### src/rtl/sdram_write.sv
// Write-burst engine: ACTIVE/WRITE/BST/PRECHARGE for one full-page burst, FIFO drained via wr_ack; wr_end after TRCD+L+TWR+TRP cycles, no backpressure once granted.
// Optional `SDRAM_WR_PAGE_GUARD_EN truncates the burst at the row end instead of wrapping the column.
module sdram_write #(
   parameter int TRCD_CLK = 2,
   parameter int TWR_CLK  = 2,
   parameter int TRP_CLK  = 2
) (
   input  logic        clk,
   input  logic        rstn,
   input  logic        init_end,
   input  logic        wr_en,
   input  logic [23:0] wr_addr,
   input  logic [15:0] wr_data,
   input  logic [9:0]  wr_burst_len,
   output logic        wr_ack,
   output logic        wr_end,
   output logic [3:0]  wr_sdram_cmd,
   output logic [1:0]  wr_sdram_ba,
   output logic [12:0] wr_sdram_addr,
   output logic        wr_sdram_en,
   output logic [15:0] wr_sdram_data
);

   localparam logic [3:0] CMD_NOP = 4'b0111;
   localparam logic [3:0] CMD_ACT = 4'b0011;
   localparam logic [3:0] CMD_WR  = 4'b0100;
   localparam logic [3:0] CMD_BST = 4'b0110;
   localparam logic [3:0] CMD_PRE = 4'b0010;

   localparam int WAIT_MAX = (TRCD_CLK > TWR_CLK) ? ((TRCD_CLK > TRP_CLK) ? TRCD_CLK : TRP_CLK)
                                                  : ((TWR_CLK > TRP_CLK) ? TWR_CLK : TRP_CLK);
   localparam int WW = $clog2(WAIT_MAX + 1);

   typedef enum logic [3:0] {
      S_IDLE, S_ACTIVE, S_TRCD, S_WRITE, S_DATA, S_BST, S_TWR, S_PRE, S_TRP, S_END
   } state_t;

   state_t        state_q;
   logic [3:0]    cmd_q;
   logic [1:0]    ba_q;
   logic [12:0]   addr_q;
   logic          ack_q, end_q, en_q;
   logic [WW-1:0] wait_q;
   logic [9:0]    cnt_q, len_q, len_d;
   logic [8:0]    col_q;

   // Effective burst length: clamp to one page, optionally stop at the row end.
`ifdef SDRAM_WR_PAGE_GUARD_EN
   logic [9:0] room;
   always_comb begin
      len_d = (wr_burst_len > 10'd512) ? 10'd512 : wr_burst_len;
      room  = 10'd512 - {1'b0, wr_addr[8:0]};
      if (len_d > room) len_d = room;
   end
`else
   always_comb begin
      len_d = (wr_burst_len > 10'd512) ? 10'd512 : wr_burst_len;
   end
`endif

   // Outputs are registered for the cycle being entered; wr_ack leads wr_sdram_en by one cycle.
   always_ff @(posedge clk or negedge rstn) begin
      if (!rstn) begin
         state_q <= S_IDLE;
         cmd_q   <= CMD_NOP;
         ba_q    <= 2'b00;
         addr_q  <= 13'h1FFF;
         ack_q   <= 1'b0;
         end_q   <= 1'b0;
         en_q    <= 1'b0;
         wait_q  <= '0;
         cnt_q   <= '0;
         len_q   <= '0;
         col_q   <= '0;
      end else begin
         cmd_q  <= CMD_NOP;
         addr_q <= 13'h1FFF;
         end_q  <= 1'b0;
         case (state_q)
            S_IDLE: if (wr_en && init_end) begin
               len_q <= len_d;
               col_q <= wr_addr[8:0];
               if (len_d == 10'd0) begin
                  state_q <= S_END;
                  end_q   <= 1'b1;
               end else begin
                  state_q <= S_ACTIVE;
                  cmd_q   <= CMD_ACT;
                  ba_q    <= wr_addr[23:22];
                  addr_q  <= wr_addr[21:9];
                  wait_q  <= WW'(TRCD_CLK - 1);
                  ack_q   <= (TRCD_CLK == 1);
               end
            end
            S_ACTIVE, S_TRCD: begin
               if (wait_q == '0) begin
                  state_q <= S_WRITE;
                  cmd_q   <= CMD_WR;
                  addr_q  <= {4'b0000, col_q};
                  en_q    <= 1'b1;
                  cnt_q   <= 10'd1;
                  ack_q   <= (len_q > 10'd1);
               end else begin
                  state_q <= S_TRCD;
                  wait_q  <= wait_q - WW'(1);
                  ack_q   <= (wait_q == WW'(1));
               end
            end
            S_WRITE, S_DATA: begin
               if (cnt_q == len_q) begin
                  state_q <= S_BST;
                  cmd_q   <= CMD_BST;
                  en_q    <= 1'b0;
                  ack_q   <= 1'b0;
               end else begin
                  state_q <= S_DATA;
                  cnt_q   <= cnt_q + 10'd1;
                  ack_q   <= ((cnt_q + 10'd1) < len_q);
               end
            end
            S_BST: begin
               if (TWR_CLK <= 2) begin
                  state_q <= S_PRE;
                  cmd_q   <= CMD_PRE;
                  addr_q  <= 13'h0000;
               end else begin
                  state_q <= S_TWR;
                  wait_q  <= WW'(TWR_CLK - 3);
               end
            end
            S_TWR: begin
               if (wait_q == '0) begin
                  state_q <= S_PRE;
                  cmd_q   <= CMD_PRE;
                  addr_q  <= 13'h0000;
               end else begin
                  wait_q  <= wait_q - WW'(1);
               end
            end
            S_PRE: begin
               if (TRP_CLK <= 1) begin
                  state_q <= S_END;
                  end_q   <= 1'b1;
               end else begin
                  state_q <= S_TRP;
                  wait_q  <= WW'(TRP_CLK - 2);
               end
            end
            S_TRP: begin
               if (wait_q == '0) begin
                  state_q <= S_END;
                  end_q   <= 1'b1;
               end else begin
                  wait_q  <= wait_q - WW'(1);
               end
            end
            S_END:   state_q <= S_IDLE;
            default: state_q <= S_IDLE;
         endcase
      end
   end

   assign wr_ack        = ack_q;
   assign wr_end        = end_q;
   assign wr_sdram_cmd  = cmd_q;
   assign wr_sdram_ba   = ba_q;
   assign wr_sdram_addr = addr_q;
   assign wr_sdram_en   = en_q;
   assign wr_sdram_data = en_q ? wr_data : 16'h0000;

endmodule

### config.mk
export PLATFORM = sky130hd
export DESIGN_NAME = sdram_write
export DESIGN_NICKNAME = d
export VERILOG_FILES = /design/src/rtl/sdram_write.sv
export SDC_FILE = /design/constraint.sdc
export NUM_CORES = 1
export LEC_CHECK = 0
export ABC_AREA = 1
export CAP_MARGIN = 20
export CELL_PAD_IN_SITES_DETAIL_PLACEMENT = 1
export CELL_PAD_IN_SITES_GLOBAL_PLACEMENT = 1
export CORE_MARGIN = 2
export CORE_UTILIZATION = 37
export CTS_CLUSTER_SIZE = 8
export DETAILED_ROUTE_END_ITERATION = 7
export HOLD_SLACK_MARGIN = 0.03
export PLACE_DENSITY = 0.95
export SETUP_SLACK_MARGIN = 0.1
export SLEW_MARGIN = 40
export SYNTH_ARGS = -nofsm -noshare
export SYNTH_HDL_FRONTEND = slang
export SYNTH_SLANG_ARGS = --single-unit
### constraint.sdc
create_clock -name clk -period 5.5 [get_ports clk]
set_clock_uncertainty 0.05 [all_clocks]
set_input_delay 1.1 -clock clk [delete_from_list [all_inputs] [get_ports clk]]
set_output_delay 1.1 -clock clk [all_outputs]
set_load 0.1 [all_outputs]
== Word-level counts from Yosys, hierarchy flattened ==
Cells that the tools add are included.
W data, S select, Z words.

* Input port bits: 54
* Bits in read-only memories: 0
* Bits in registers: 57
* Latch bits: 0
* Bits in writable memories: 0
* Memories: 0

* Equal/unequal tests: 18
* $add $sub $neg: 2
* Reductions and logical operators: 17
* Multipliers: 0
* Bitwise gates (word level): 1
* Divide/modulo/power cells: 0
* Shift operators: 0
* Magnitude comparators: 3
* Muxes and demuxes: 39

{| class="wikitable"
|+ Operators with widths
! kind !! count
|-
| $mux W13 || 4
|-
| $pmux W13 S4 || 1
|-
| $mux W10 || 3
|-
| $pmux W4 S7 || 1
|-
| $pmux W10 S2 || 1
|-
| $eq A4 B3 Y1 const B || 4
|-
| $mux W16 || 1
|-
| $mux W4 || 4
|-
| $ne A2 B2 Y1 const B || 8
|-
| $pmux W3 S5 || 1
|-
| $reduce_and A3 Y1 || 5
|-
| $mux W1 || 12
|-
| $add A10 B1 Y10 const B || 1
|-
| $eq A10 B10 Y1 || 1
|-
| $gt A10 B1 Y1 const B || 1
|-
| $gt A10 B10 Y1 const B || 1
|-
| $logic_not A10 Y1 || 1
|-
| $lt A10 B10 Y1 || 1
|-
| $mux W3 || 3
|-
| $eq A4 B2 Y1 const B || 2
|-
| $mux W2 || 4
|-
| $pmux W2 S3 || 1
|-
| $reduce_bool A3 Y1 || 2
|-
| $eq A4 B1 Y1 const B || 1
|-
| other kinds (14) || 16
|}

== Logic depth before layout (Yosys ltp) ==
* Word-level depth: 6
* Depth in mapped cells: 14

== Worst setup path before layout ==
OpenSTA, ideal clock, no wires.

* Path kind: reg2out
* From: reg en_q (netlist: wr_sdram_en)
* To: out wr_sdram_data[10]
* Stages on the path, launching flop included: 5
* Path slack: 2.202 ns
* Buffers on the path: 2
* Data arrival time: 2.148 ns
* Required time: 4.350 ns
* Cells stage by stage: dfrtp_1 clkbuf_1 clkbuf_1 nand2_1 inv_1

* Longest elaborated chain between the ends: 1

{| class="wikitable"
|+ RTL lines
! element !! RTL line !! text
|-
| start, declared || 42 || <nowiki>logic ack_q, end_q, en_q;</nowiki>
|-
| start signal, assigned || 70 || <nowiki>en_q <= 1'b0;</nowiki>
|-
| start signal, assigned || 100 || <nowiki>en_q <= 1'b1;</nowiki>
|-
| start signal, assigned || 113 || <nowiki>en_q <= 1'b0;</nowiki>
|-
| $mux W16 || 169 || <nowiki>assign wr_sdram_data = en_q ? wr_data : 16'h0000;</nowiki>
|-
| end, declared || 21 || <nowiki>output logic [15:0] wr_sdram_data</nowiki>
|}

Every way passes these cells.

== Worst setup path after layout ==
* From: in wr_data[12]
* To: out wr_sdram_data[12]

* Longest elaborated chain between the ends: 1

{| class="wikitable"
|+ RTL lines
! element !! RTL line !! text
|-
| start, declared || 13 || <nowiki>input logic [15:0] wr_data,</nowiki>
|-
| $mux W16 || 169 ||
|}

Every way passes these cells.

==> summary.md <==
| Metric | Value |
|---|---|
| Largest net degree at the start of global routing | `57` |
| Critical Path AT | `2.11 ns` |
| Gpl congestion | `between 0.9 and 1` |
| Leading area contributor after synthesis | `dfrtp_1` |
| First-pass GRT wire length | `roughly 16000 µm` |
| Placed insts | `around 600` |
| Cell count after synthesis | `between 400 and 500` |
| Post-CTS Setup Bufs | `0` |
| Max-slew violation count | `0` |
| Initial core utilization | `between 30% and 40%` |
| Placeable core area | `about 8600 µm²` |
| Highest metal used | `met4` |
| Number of synthesized flops with an enable pin | `0` |
| Ys flop type | `dfrtp_1` |
| Gr usage total | `20.5%` |
| CTS Buf Count | `5` |
| Total congestion overflow | `0` |
| Synthesis-to-layout area growth | `27.1%` |
| Crit Path Category | `primary input to primary output` |
| PostCTS Resize Cnt | `0` |
| R2R cell count | `14` |
| Setup crit end | `wr_sdram_data[12]` |
| HP Class | `register to register` |
| Worst R2R Setup Slack | `between 2 and 3 ns` |
| Final hold vios | `0` |
| Die W | `between 90 and 100 µm` |
| Synth area leaders | `dfrtp_1, nand2_1, dfstp_2` |
| Routed Antenna Nets | `0` |
| Router iterations before antenna repair | `4` |
| Status | `finished clean` |
| Share of cells above drive strength 1 | `about a fifth` |
| Hold WS | `~0.44 ns` |
| Initial antenna violation count | `0` |
| Clock sink total | `56` |
| Mapped cell area | `about 3300 µm²` |
| IO Pins | `92` |
| FFs w/ async S/R, synth | `between 90% and 100%` |
| Metal2 WL | `just over 5000 µm` |
| Syn nets | `482` |
| Final non-filler cell total | `611` |
| First DRT Iteration DRCs | `140` |
| Warnings from Yosys | `0` |
| Worst R2R End | `wr_ack$_DFFE_PN0P_` |
| Synth Register Bits | `between 50 and 60` |
| WP buf/inv | `3` |
| Hold_buf cts | `0` |
| Clk_lat worst skew | `approximately 0.32 ns` |
| Critical Path Fanout Max | `1` |
| Highest-delay cell along the critical path | `clkdlybuf4s50_1` |
| Slew HR | `around half` |
| Seq/Total Area, Yosys | `a little over two fifths` |
| Measured slew at the worst slew-check pin | `around 0.73 ns` |
| Site Rows | `34` |
| DRT met1 WL | `4120 µm` |
| Clock buffer depth | `2` |
| Critical Path Stages | `4` |
| CTS tree | `done` |
| RSZ-0062 raised after global routing | `no` |
| Worst Setup End Kind | `primary output` |
| Vias in the first global route | `around 3300` |
| Number of port buffers | `90` |
| Cell variety after synth | `slightly above 40` |
| Worst setup startpoint | `wr_data[12]` |
| R2r startpoint | `cnt_q[0]$_DFFE_PN0P_` |
| Period utilisation layout | `around 59%` |
| Clock slew at reported path FFs | `roughly 0.10 ns` |
| Die Ht | `97.9 µm` |
| DRC viols | `0` |
| Min Tclk post-route | `~3.3 ns` |
| Die Area | `approximately 9600 µm²` |
| Final HPWL DP | `between 7000 and 8000 µm` |
| H-tree Lvls | `2` |
| Post-DR wirelength/cell | `roughly 16 µm` |
| Vias/cell | `slightly above 5` |
| Max-Cap Viols | `0` |
| Critical Path RT | `4.35 ns` |
| Crit path launch type | `primary input` |
| Antenna cell count | `0` |
| Synth top area share | `30.7%` |
| DR WL met3 | `~440 µm` |
| CP max stage delay | `0.46 ns` |
| Finished Core Util | `48.0%` |
| Final setup fails | `0` |
| Routed via count | `between 3000 and 4000` |
| Post-Route WL | `about 9800 µm` |
| Post-route setup TNS | `0 ns` |
| Cell family with most CP delay | `buffers and inverters` |
| Critical path, cell by cell | `clkdlybuf4s50_1, nand2_1, inv_1, buf_2` |
| Max Fclk | `307 MHz` |
| Layout Nets | `between 500 and 600` |
| CTS root buffer | `clkbuf_8` |
| Mapped Avg Cell Area | `about 7.9 µm²` |
stage by stage:
step / setup WS, ns / area (µm²)
floorplan: 2.20 / 3260
global placement: 1.54 / 4240
detailed placement: 2.22 / 4050
CTS: 2.22 / 4150
global route: 2.18 / 4150
finish: 2.24 / 4150
per-layer routing:
metal	GRT usage, %	vias to the layer above
met2	36.9	90
met1	25.6	1531
met4	5.45	0
met5	0	-
li1	-	1481
met3	3.08	10
cell usage in the layout, fill, tap and decap left out, types with 2 or more instances in the layout:
cell             instances
nand2_1                124
inv_1                   55
clkdlybuf4s50_1         52
dfrtp_1                 40
buf_2                   38
nand3_1                 33
a21oi_1                 20
nor2_1                  17
dfstp_2                 16
ha_1                    13
inv_2                   12
o21ai_0                 12
xor2_1                  11
nand4_1                  7
nor3_1                   5
clkbuf_8                 5
nand2_2                  4
nor4_1                   3
o22ai_1                  3
nor2_4                   3
nand2_4                  2
nor2_2                   2
nand3_4                  2
nand3b_1                 2
nand3_2                  2
a22oi_1                  2
inv_4                    2
cell families after synthesis:
kind of cell	Yosys count	share of synthesized area [%]
other cells	1	0.115
compound gates	46	8.44
xor+xnor	11	2.95
fa+ha+maj	13	4.99
buf+inv	78	9.63
simple gates	210	30.3
flops	56	43.6
synth_stat cells, types with 2 or more instances:
| cell type | number |
|---|---|
| inv_1 | 55 |
| inv_2 | 12 |
| nand3_2 | 2 |
| nor2_1 | 17 |
| dfstp_2 | 16 |
| o21ai_0 | 12 |
| nand4_1 | 7 |
| nor3_1 | 5 |
| nor2_4 | 3 |
| clkbuf_1 | 3 |
| buf_2 | 5 |
| nand3_1 | 33 |
| a21oi_1 | 20 |
| nand2_1 | 124 |
| dfrtp_1 | 40 |
| nand2_4 | 2 |
| nand3_4 | 2 |
| a22oi_1 | 2 |
| ha_1 | 13 |
| o22ai_1 | 3 |
| nor4_1 | 3 |
| buf_4 | 2 |
| nand3b_1 | 2 |
| xor2_1 | 11 |
| nor2_2 | 2 |
| nand2_2 | 4 |
flip-flops by register name (all words and copies together), names as in the netlist:
register and count:
cnt_q 10, col_q 9, len_q 10, state_q 4
wait_q 2, wr_ack 1, wr_end 1, wr_sdram_addr 13
wr_sdram_ba 2, wr_sdram_cmd 3, wr_sdram_en 1
worst min-delay path by stage:
stage / from / to / slack (ns) / depth (start not counted)
after global routing: wr_sdram_ba[0]$_DFFE_PN0P_ / wr_sdram_ba[0]$_DFFE_PN0P_ / 0.46 / 2
after floorplan: wait_q[1]$_DFFE_PN0P_ / wait_q[1]$_DFFE_PN0P_ / 0.39 / 2
after global placement: col_q[6]$_DFFE_PN0P_ / col_q[6]$_DFFE_PN0P_ / 0.41 / 2
final: wr_sdram_ba[0]$_DFFE_PN0P_ / wr_sdram_ba[0]$_DFFE_PN0P_ / 0.44 / 2
after detailed placement: col_q[0]$_DFFE_PN0P_ / col_q[0]$_DFFE_PN0P_ / 0.42 / 2
after CTS: col_q[0]$_DFFE_PN0P_ / col_q[0]$_DFFE_PN0P_ / 0.44 / 2
cell type report:
class / count / area [µm²]
inverter: 67 / 251
clock inverter: 3 / 23.8
clock buffer: 5 / 68.8
timing repair buffer: 91 / 718
fill: 1079 / 4490
tap: 108 / 135
multi-input combinational: 281 / 1530
sequential: 56 / 1420
worst min-delay path: cells and delay by family (launching register included):
| family | cells | cell delay (ns) |
|---|---|---|
| flip-flops | 1 | 0.36 |
| AND/OR/NAND/NOR | 2 | 0.11 |
Power is not shown: default switching activity piles up to over one toggle a cycle in this logic, so the estimate is an artifact.
